==> config.mk <==
export PLATFORM = sky130hd
export DESIGN_NAME = map_scroll_ctl_flat
export DESIGN_NICKNAME = d
export VERILOG_FILES = /design/src/rtl/map_scroll_ctl_pkg.sv /design/src/rtl/vga_if.sv /design/src/rtl/edge_rise.sv /design/src/rtl/map_scroll_ctl.sv /design/src/flat_wrapper.sv
export SDC_FILE = /design/constraint.sdc
export NUM_CORES = 1
export LEC_CHECK = 0
export BUFFER_PORTS_ARGS = -buffer_cell sky130_fd_sc_hd__buf_2
export CORE_MARGIN = 2
export CORE_UTILIZATION = 38
export CTS_CLUSTER_SIZE = 25
export DETAILED_ROUTE_END_ITERATION = 8
export HOLD_SLACK_MARGIN = 0.02
export SYNTH_ARGS = -nofsm -noshare
export SYNTH_HDL_FRONTEND = slang
export SYNTH_SLANG_ARGS = --single-unit
==> constraint.sdc <==
create_clock -name clk -period 5.16 [get_ports clk]
set_input_delay 0.258 -clock clk [delete_from_list [all_inputs] [get_ports clk]]
set_output_delay 0.258 -clock clk [all_outputs]
set_load 0.005 [all_outputs]
==> src/rtl/map_scroll_ctl_pkg.sv <==
// Shared map-scroll definitions: map geometry, scroll FSM states and the
// saturating offset move used by the scroll controller.
package map_scroll_ctl_pkg;

   localparam int MAP_COLS     = 512;
   localparam int MAP_VIS_COLS = 256;
   localparam int MAP_OFS_W    = 8;

   typedef enum logic [1:0] {
      IDLE   = 2'd0,
      MOVE_L = 2'd1,
      MOVE_R = 2'd2
   } scroll_state_t;

   // Move ofs by step in direction dir, clamping to [0, max_ofs].
   // Two bits of headroom so ofs+step past 255 cannot wrap before the clamp.
   function automatic logic [MAP_OFS_W-1:0] sat_move(
      input logic [MAP_OFS_W-1:0] ofs,
      input logic [2:0]           step,
      input scroll_state_t        dir,
      input logic [MAP_OFS_W-1:0] max_ofs
   );
      logic signed [MAP_OFS_W+1:0] sum;
      logic signed [MAP_OFS_W+1:0] stp;
      logic signed [MAP_OFS_W+1:0] lim;
      sum = $signed({2'b00, ofs});
      stp = $signed({7'd0, step});
      lim = $signed({2'b00, max_ofs});
      case (dir)
         MOVE_L:  sum = sum - stp;
         MOVE_R:  sum = sum + stp;
         default: sum = sum;
      endcase
      if (sum < 0)
         return '0;
      else if (sum > lim)
         return max_ofs;
      else
         return sum[MAP_OFS_W-1:0];
   endfunction

endpackage

==> src/rtl/vga_if.sv <==
// VGA timing bus; the scroll controller only looks at vblnk.
interface vga_if;
   logic [10:0] vcount;
   logic [10:0] hcount;
   logic        vsync;
   logic        vblnk;
   logic        hsync;
   logic        hblnk;

   modport in  (input  vcount, hcount, vsync, vblnk, hsync, hblnk);
   modport out (output vcount, hcount, vsync, vblnk, hsync, hblnk);
endinterface

==> src/rtl/edge_rise.sv <==
// Registered 1-bit rising-edge detector: pulse_o is high for one cycle in
// the cycle after the edge that first sees d_i high.
module edge_rise (
   input  logic clk,
   input  logic rst,
   input  logic d_i,
   output logic pulse_o
);

   logic d_q;
   logic pulse_q;

   // history of d_i and the registered rise pulse
   always_ff @(posedge clk) begin
      if (rst) begin
         d_q     <= 1'b0;
         pulse_q <= 1'b0;
      end else begin
         d_q     <= d_i;
         pulse_q <= d_i & ~d_q;
      end
   end

   assign pulse_o = pulse_q;

endmodule

==> src/rtl/map_scroll_ctl.sv <==
// Horizontal map offset controller: one offset update per FRAME_DIV frames,
// applied at the start of vblank, with step acceleration and edge clamping.
module map_scroll_ctl
   import map_scroll_ctl_pkg::*;
#(
   parameter int FRAME_DIV = 2,
   parameter int MAX_STEP  = 4,
   parameter int MAX_OFS   = 255,
   parameter int START_OFS = 0
) (
   input  logic                 clk,
   input  logic                 rst,
   vga_if.in                    in,
   input  logic                 btn_left,
   input  logic                 btn_right,
   input  logic                 scroll_en,
   output logic [MAP_OFS_W-1:0] map_ofset,
   output logic                 at_left,
   output logic                 at_right,
   output logic                 frame_tick
);

   localparam logic [3:0]           DIV_LAST  = 4'(FRAME_DIV - 1);
   localparam logic [2:0]           STEP_MAX  = 3'(MAX_STEP);
   localparam logic [MAP_OFS_W-1:0] OFS_MAX   = MAP_OFS_W'(MAX_OFS);
   localparam logic [MAP_OFS_W-1:0] OFS_START = MAP_OFS_W'(START_OFS);

   logic [3:0]           cnt_q, cnt_d;
   scroll_state_t        state_q, state_d;
   logic [2:0]           step_q, step_d;
   logic [MAP_OFS_W-1:0] ofs_q, ofs_d;
   logic                 at_left_q, at_left_d;
   logic                 at_right_q, at_right_d;
   logic                 strobe;
   scroll_state_t        dir;

   edge_rise u_vblnk_rise (
      .clk     (clk),
      .rst     (rst),
      .d_i     (in.vblnk),
      .pulse_o (frame_tick)
   );

   assign strobe = frame_tick & scroll_en & (cnt_q == DIV_LAST);

   // frame divider: counts enabled ticks, wraps on the update frame
   always_comb begin
      cnt_d = cnt_q;
      if (frame_tick && scroll_en)
         cnt_d = (cnt_q == DIV_LAST) ? 4'd0 : cnt_q + 4'd1;
   end

   // direction decode, step acceleration and clamped offset update
   always_comb begin
      dir        = IDLE;
      state_d    = state_q;
      step_d     = step_q;
      ofs_d      = ofs_q;
      at_left_d  = at_left_q;
      at_right_d = at_right_q;
      if (strobe) begin
         case ({btn_left, btn_right})
            2'b10:   dir = MOVE_L;
            2'b01:   dir = MOVE_R;
            default: dir = IDLE;
         endcase
         if (dir != IDLE && dir == state_q)
            step_d = (step_q >= STEP_MAX) ? STEP_MAX : step_q + 3'd1;
         else
            step_d = 3'd1;
         state_d    = dir;
         ofs_d      = sat_move(ofs_q, step_d, dir, OFS_MAX);
         at_left_d  = (ofs_d == '0);
         at_right_d = (ofs_d == OFS_MAX);
      end
   end

   // controller state registers
   always_ff @(posedge clk) begin
      if (rst) begin
         cnt_q      <= 4'd0;
         state_q    <= IDLE;
         step_q     <= 3'd1;
         ofs_q      <= OFS_START;
         at_left_q  <= (OFS_START == '0);
         at_right_q <= (OFS_START == OFS_MAX);
      end else begin
         cnt_q      <= cnt_d;
         state_q    <= state_d;
         step_q     <= step_d;
         ofs_q      <= ofs_d;
         at_left_q  <= at_left_d;
         at_right_q <= at_right_d;
      end
   end

   assign map_ofset = ofs_q;
   assign at_left   = at_left_q;
   assign at_right  = at_right_q;

endmodule

==> src/flat_wrapper.sv <==
// flat-port wrapper written by rule: the top's interface ports become plain ports
module map_scroll_ctl_flat import map_scroll_ctl_pkg::*;
#(
   parameter int FRAME_DIV = 2,
   parameter int MAX_STEP  = 4,
   parameter int MAX_OFS   = 255,
   parameter int START_OFS = 0
)
  (clk, rst, btn_left, btn_right, scroll_en, map_ofset, at_left, at_right, frame_tick, in_vcount, in_hcount, in_vsync, in_vblnk, in_hsync, in_hblnk);
  vga_if in_i ();
  input  logic clk;
  input  logic rst;
  input  logic btn_left;
  input  logic btn_right;
  input  logic scroll_en;
  output logic [MAP_OFS_W-1:0] map_ofset;
  output logic at_left;
  output logic at_right;
  output logic frame_tick;
  input wire logic [$bits(in_i.vcount)-1:0] in_vcount;
  input wire logic [$bits(in_i.hcount)-1:0] in_hcount;
  input wire logic [$bits(in_i.vsync)-1:0] in_vsync;
  input wire logic [$bits(in_i.vblnk)-1:0] in_vblnk;
  input wire logic [$bits(in_i.hsync)-1:0] in_hsync;
  input wire logic [$bits(in_i.hblnk)-1:0] in_hblnk;
  assign in_i.vcount = in_vcount;
  assign in_i.hcount = in_hcount;
  assign in_i.vsync = in_vsync;
  assign in_i.vblnk = in_vblnk;
  assign in_i.hsync = in_hsync;
  assign in_i.hblnk = in_hblnk;
  map_scroll_ctl #(.FRAME_DIV(FRAME_DIV), .MAX_STEP(MAX_STEP), .MAX_OFS(MAX_OFS), .START_OFS(START_OFS)) u_core (.clk(clk), .rst(rst), .in(in_i), .btn_left(btn_left), .btn_right(btn_right), .scroll_en(scroll_en), .map_ofset(map_ofset), .at_left(at_left), .at_right(at_right), .frame_tick(frame_tick));
endmodule
==> results of run 1 <==
-- placed cells by master, fill, tap and decap left out, types with 6 or more instances in the layout --
cell type | synthesis | layout
nor2_1 | 23 | 23
dfxtp_1 | 21 | 21
nand2_1 | 20 | 20
a21oi_1 | 19 | 19
buf_2 | 4 | 16
inv_1 | 13 | 13
ha_1 | 11 | 11
nor2b_1 | 9 | 9
nor3_1 | 6 | 6
o21ai_0 | 6 | 6
nand2b_1 | 6 | 6
-- worst min-delay path by stage --
stage                            start  cells after the start  slack, ps                     endpoint
2_1_floorplan                      rst                      1        340      u_core.u_vblnk_rise.d_q
4_1_cts                       in_vblnk                      2        240      u_core.u_vblnk_rise.d_q
5_1_grt                       in_vblnk                      2        270      u_core.u_vblnk_rise.d_q
3_5_place_dp   u_core.u_vblnk_rise.d_q                      1        380  u_core.u_vblnk_rise.pulse_o
3_3_place_gp   u_core.u_vblnk_rise.d_q                      1        370  u_core.u_vblnk_rise.pulse_o
6_report                      in_vblnk                      2        240      u_core.u_vblnk_rise.d_q
-- critical path, delay by kind of cell --
family                   cells  cell delay (ps)
AO/OA/AOI/OAI                6             1690
adder cells (fa/ha/maj)      3              990
AND/OR/NAND/NOR              2              470
buffers and inverters        3              330
-- flip-flops by register name (all words and copies together), names as in the netlist --
register,cells
u_core.u_vblnk_rise.pulse_o,1
u_core.map_ofset,8
u_core.cnt_q,4
u_core.state_q,2
u_core.at_right,1
u_core.u_vblnk_rise.d_q,1
u_core.step_q,3
u_core.at_left,1
-- power by group through the flow --
stage,clock [mW],combinational [mW],sequential (mW)
3_3_place_gp,0,0.0569,0.169
6_report,0.106,0.0568,0.165
4_1_cts,0.111,0.0570,0.165
3_5_place_dp,0,0.0569,0.169
2_1_floorplan,0,0.0427,0.168
5_1_grt,0.115,0.0641,0.165
-- layer usage --
| layer | share of wire [%] | global-route usage [%] |
|---|---|---|
| met5 | 0 | 0 |
| met4 | 1.7 | 5.88 |
| met3 | 1.8 | 1.74 |
| met2 | 45 | 25.2 |
| met1 | 52 | 20.8 |
-- cell families after synthesis --
kind of cell | after synthesis | synth area share (%)
and+or+nand+nor | 87 | 28.4
DFF | 21 | 25.9
buffers and inverters | 25 | 6.55
xor gates and xnor gates | 6 | 3.24
AOI/OAI and AO/OA | 50 | 22.2
adders and majority gates | 13 | 10.9
muxes | 4 | 2.85
-- stage by stage --
step / cell area, µm² / hold slack [ps]
floorplan: 1620 / 337
global placement: 1740 / 374
detailed placement: 1740 / 376
CTS: 1790 / 240
global route: 1790 / 267
finish: 1790 / 237
-- final cells by class --
cell class | count | area, µm²
Fill cell | 426 | 2270
Multi-Input combinational cell | 160 | 1100
Sequential cell | 21 | 420
Timing Repair Buffer | 20 | 110
Tap cell | 50 | 62.6
Inverter | 13 | 48.8
Clock buffer | 3 | 41.3
Clock inverter | 1 | 5.00
==> results.md, run 1 <==
* Clk slew on worst S/H paths at roughly 70 ps
* Switching share of total power at around 27%
* Post-Place Cells at about 260
* Fin Clk Skew at roughly 4.7 ps
* Num CTS Buffers at 3
* Top cell type by total area after synthesis: dfxtp_1
* Internal cell power at roughly 0.24 mW
* I/O pin total at 42
* Antenna diodes at 0
* CTS root buf: clkbuf_8
* Fin nets at around 260
* Status: complete, no violations
* Die height at 69.4 µm
* RSZ-0062 raised after global routing: no
* GRT Overall Usage at 15.4%
* Core Rows at 23
* Setup-failing EPs final at 0
* End-of-flow core utilization at between 40 and 50%
* TritonRoute pass-1 iters at 4
* Reg power frac at ~50%
* Reg-to-Reg Start: u_core.state_q[1]
* CTS H-tree depth at 1
* Post CTS Setup Buffer Count at 0
* Via count at ~1,400
* Setup crit end kind: flip-flop
* Total Wirelength at approximately 3.6 mm
* Avg Cell Area, Syn at 7.88 µm²
* CP Max Fanout at 19
* Post-cts hold buffer count at 0
* Predominant post-synthesis flop cell: dfxtp_1
* Max Slew Vio Count at 0
* Detailed Route Iter0 Violations at 55
* Final worst-path cycle share at a little over two thirds
* Largest cells by area after synthesis: dfxtp_1 (26%), ha_1 (8.5%), a21oi_1 (5.9%)
* Synth top area share at 25.9%
* Syn Std Cell Area at ~1600 µm²
* Max stage delay on crit path at 440 ps
* Critical path startpoint: btn_left
* Max-slew headroom at a little under three fifths
* First-pass GRT wire length at just over 6 mm
* Total power at roughly 0.33 mW
* Starting Density at about two fifths
* Seq/Total Area, Yosys at about a quarter
* Worst r2r dst: u_core.at_left
* Largest net degree at the start of global routing at 22
* Setup Crit Path Kind: in2reg
* Max_cap viols at 0
* WP data required at 5330 ps
* DIE AREA at 4810 µm²
* Input/output buffers at 16
* Grt ovf at 0
* Clock latency on the worst-skew pair at approximately 260 ps
* Maximum clock insertion buffer count at 2
* Critical Path End: u_core.at_left
* Vias in the first global route at approximately 1,400
* Post-synth EDFFs at 0
* TritonCTS clock tree: built
* Post-Syn Nets at 250
* Final setup TNS at 0 ps
* Synthesis Warnings at 0
* Asr flop ratio synth at 0%
* Min-delay worst type: in2reg
* Worst R2R Path Depth at 11
* Worst Tran Pin Value at 659 ps
* Pwr dens at roughly 180 nW/µm²
* Clock period minus final worst setup slack at roughly 3600 ps
* WL/cell at roughly 13 µm
* Slowest CP cell: a2111oi_4
* Crit-path most repeated cell: ha_1
* Net switching power at 0.0884 mW
* Clk pwr share at 32.4%
* Commonest cells in the netlist: nor2_1 (23), dfxtp_1 (21), nand2_1 (20)
* DP Worst Slack at between 1000 and 1500 ps
* CORE AREA at 4060 µm²
* Clk sinks at 21
* Critical path cell sequence: buf_2 > inv_1 > ha_1 > buf_4 > nor3_1 > o21ai_0 > ha_1 > fa_1 > nor2b_1 > o211ai_2 > o21ai_1 > a2111oi_4 > a41oi_1 > o41ai_2
* R2R Setup Slk at about 1700 ps
* Hold Vio Cnt, Final at 0
* Worst setup margin at about 1600 ps
* Post-CTS Resized at 0
* Area growth, synth to finish at 9.94%
* Mapped Cells at about 200
* Most common cell in the netlist: nor2_1
* DP HPWL at 2.67 mm
* DR DRC count at 0
* Share of layout cells above drive strength 1 at between 10% and 20%
* Antenna viol nets, final at 0
* Flops & latches, synth at 21
* FMAX at 279 MHz
* Synth unique cells at between 40 and 50
* Initial antenna violation count at 0
* RePlAce Congestion at roughly 0.77
* Setup crit start kind: input pin
* Combinational power share at between 15 and 20%
* Via density at around 5.4
* Die width at between 60 and 70 µm
* Max VDD drop at between 0.0001 and 0.00015 V
* Pleak at around 0.77 nW
* Finished Layout Cells at approximately 270
* WP data arrival at ~3800 ps
Note: power is estimated with default switching activity, not from simulation.
==> run 2: changes to the inputs <==
==> constraint.sdc (replaced) <==
create_clock -name clk -period 3.5 [get_ports clk]
set_input_delay 0.175 -clock clk [delete_from_list [all_inputs] [get_ports clk]]
set_output_delay 0.175 -clock clk [all_outputs]
set_load 0.005 [all_outputs]
==> run 2 against run 1 <==
Via count rose by 4.4%. Sequential power rose by 47%. Setup slack worse by 1200 ps. Die area unchanged. Clock power is 47% higher. Cell count increased by 6.3%. Register-to-register slack worse by 1300 ps. Largest cell class unchanged. Largest power group unchanged. Highest routed layer unchanged.
==> results.md, run 2 (synthesis results as in run 1) <==
* Pleak at 0.853 nW (was 0.775 nW)
* Setup-failing EPs final at 0 (unchanged)
* Met2 routed WL at 1.67 mm (was 1.60 mm)
* Critical Path End: u_core.at_right (was u_core.at_left)
* Input/output buffers at 16 (unchanged)
* DR DRC count at 0 (unchanged)
* FMAX at between 300 and 400 MHz
* Final setup TNS at 0 ps (unchanged)
* Setup crit end kind: flip-flop (unchanged)
* Antenna viol nets, final at 0 (unchanged)
* Share of layout cells above drive strength 1 at 20.4% (was 14.7%)
* Setup crit start kind: flip-flop (was input pin)
* Clk slew on worst S/H paths at 70 ps (about the same)
* Die height at 69.4 µm (unchanged)
* Min-delay worst type: in2reg (unchanged)
* Status: complete, no violations (unchanged)
* Fillers at 416 (was 426)
* Placed Area at 1870 µm² (was 1740 µm²)
* WP data required at 3670 ps (was 5330 ps)
* Clk pwr share at 31.4% (was 32.4%)
* Met1 Wirelength at 1.95 mm (was 1.83 mm)
* Clock latency on the worst-skew pair at 260 ps (about the same)
* Worst r2r dst: u_core.at_right (was u_core.at_left)
* Setup Crit Path Kind: reg2reg (was in2reg)
* Final worst-path cycle share at between 80 and 90%
* WL/cell at 13.2 µm (was 13.3 µm)
* Pwr dens at 259 nW/µm² (was 184 nW/µm²)
* R2R Setup Slk at 370 ps (was 1720 ps)
* Starting Density at 40.0% (unchanged)
* Most frequent cells in the layout: nor2_1 (23), buf_4 (21), dfxtp_1 (21), nand2_1 (20), a21oi_1 (19) (was nor2_1 (23), dfxtp_1 (21), nand2_1 (20), a21oi_1 (19), buf_2 (16))
* Clk sinks at 21 (unchanged)
* Post-cts hold buffer count at 0 (unchanged)
* GRT Overall Usage at 16.1% (was 15.4%)
* Area growth, synth to finish at 17.7% (was 9.94%)
* Post-Place Cells at 281 (was 264)
* Die width at 69.4 µm (unchanged)
* Post-CTS Resized at 0 (unchanged)
* CTS H-tree depth at 1 (unchanged)
* CTS root buf: clkbuf_8 (unchanged)
* Clock period minus final worst setup slack at around 3100 ps
* Max-slew headroom at 53.5% (was 56.0%)
* Worst R2R Path Depth at 15 (was 11)
* Vias in the first global route at 1,359 (was 1,355)
* RePlAce Congestion at 0.805 (was 0.765)
* Total Wirelength at 3.76 mm (was 3.56 mm)
* Core Rows at 23 (unchanged)
* Grt ovf at 0 (unchanged)
* DIE AREA at 4810 µm² (unchanged)
* WP data arrival at 3300 ps (was 3750 ps)
* WHS Path Cells at 2 (unchanged)
* RSZ-0062 raised after global routing: no (unchanged)
* CORE AREA at 4060 µm² (unchanged)
* Antenna diodes at 0 (unchanged)
* Combinational power share at 19.5% (was 17.3%)
* Area of the multi-input gates at 1100 µm² (unchanged)
* Switching share of total power at 26.2% (was 26.9%)
* I/O pin total at 42 (unchanged)
* Max VDD drop at 0.000201 V (was 0.000117 V)
* Reg power frac at 49.0% (was 50.3%)
* Net switching power at 0.130 mW (was 0.0884 mW)
* Max Slew Vio Count at 0 (unchanged)
* Fin nets at 280 (was 263)
* DP HPWL at 2.88 mm (was 2.67 mm)
* Post-route cell area at 1910 µm² (was 1790 µm²)
* Critical path startpoint: u_core.state_q[1] (was btn_left)
* Detailed Route Iter0 Violations at 87 (was 55)
* Met3 WL at 92 µm (was 64 µm)
* Worst Tran Pin Value at 696 ps (was 659 ps)
* Initial antenna violation count at 0 (unchanged)
* TritonCTS clock tree: built (unchanged)
* Largest net degree at the start of global routing at 22 (unchanged)
* First-pass GRT wire length at 6.40 mm (was 6.13 mm)
* Reg area at 420 µm² (unchanged)
* Post CTS Setup Buffer Count at 0 (unchanged)
* Reg-to-Reg Start: u_core.state_q[1] (unchanged)
* Hold Slack at 154 ps (was 237 ps)
* Via density at 5.29 (was 5.39)
* Fin Clk Skew at 2.69 ps (was 4.69 ps)
* CP Max Fanout at 3 (was 19)
* TritonRoute pass-1 iters at 4 (unchanged)
* Num CTS Buffers at 3 (unchanged)
* Internal cell power at 0.366 mW (was 0.240 mW)
* Max_cap viols at 0 (unchanged)
* Via count at 1,509 (was 1,445)
* Hold Vio Cnt, Final at 0 (unchanged)
* Top routing layer used: met4 (unchanged)
* Maximum clock insertion buffer count at 2 (unchanged)
* Commonest non-fill, non-tap cell in the layout: nor2_1 (unchanged)
* Max reg flops at 8 (unchanged)
* Finished Layout Cells at 285 (was 268)
## run 2: changes by cell type in the layout (fill, tap and decap cells not counted)
cell / delta
clkinv_2: -1
clkbuf_1: +1
buf_4: +17
## run 2: stage by stage
step	total power, mW	setup slack [ps]	util, %
floorplan	0.311	137	-
global placement	0.345	184	46.0
detailed placement	0.345	194	46.0
CTS	0.506	341	47.1
global route	0.528	28.6	47.1
finish	0.496	373	47.1
## run 2: layer usage
layer	up-vias	GRT usage, %
met4	0	5.23
met3	6	1.45
met2	26	24.4
met5	-	0
li1	781	-
met1	696	23.9
## run 2: area by class of cell
type,count,area share (%)
flip-flops and latches,21,22.0
well taps,50,3.27
inverters,13,2.55
repair buffers,37,12.4
multi-input cells,160,57.4
clock buffers,4,2.36
## run 2: critical path, cell delays in order (launching register included)
cell and delay, ps:
dfxtp_1 320, xor2_1 150, nor3_1 160, buf_4 150
o21ai_0 120, buf_4 160, ha_1 180, fa_1 390
nor2b_1 180, o311ai_1 100, o311ai_0 120, a311oi_1 90
buf_4 170, o41ai_1 390, nand4_1 140, o31ai_1 210
## run 2: how the worst min path moves through the flow
stage / start / to / slack, ps
finish: in_vblnk / u_core.u_vblnk_rise.d_q / 150
detailed placement: u_core.u_vblnk_rise.d_q / u_core.u_vblnk_rise.pulse_o / 390
global route: in_vblnk / u_core.u_vblnk_rise.d_q / 170
floorplan: rst / u_core.u_vblnk_rise.d_q / 250
global placement: u_core.u_vblnk_rise.d_q / u_core.u_vblnk_rise.pulse_o / 380
CTS: in_vblnk / u_core.u_vblnk_rise.d_q / 150
## run 2: power by group through the flow
stage,Sequential (mW),Combinational (mW),Clock [mW]
floorplan,0.248,0.0629,0
global placement,0.249,0.0963,0
detailed placement,0.249,0.0963,0
CTS,0.243,0.0971,0.165
global route,0.244,0.108,0.176
finish,0.243,0.0970,0.156
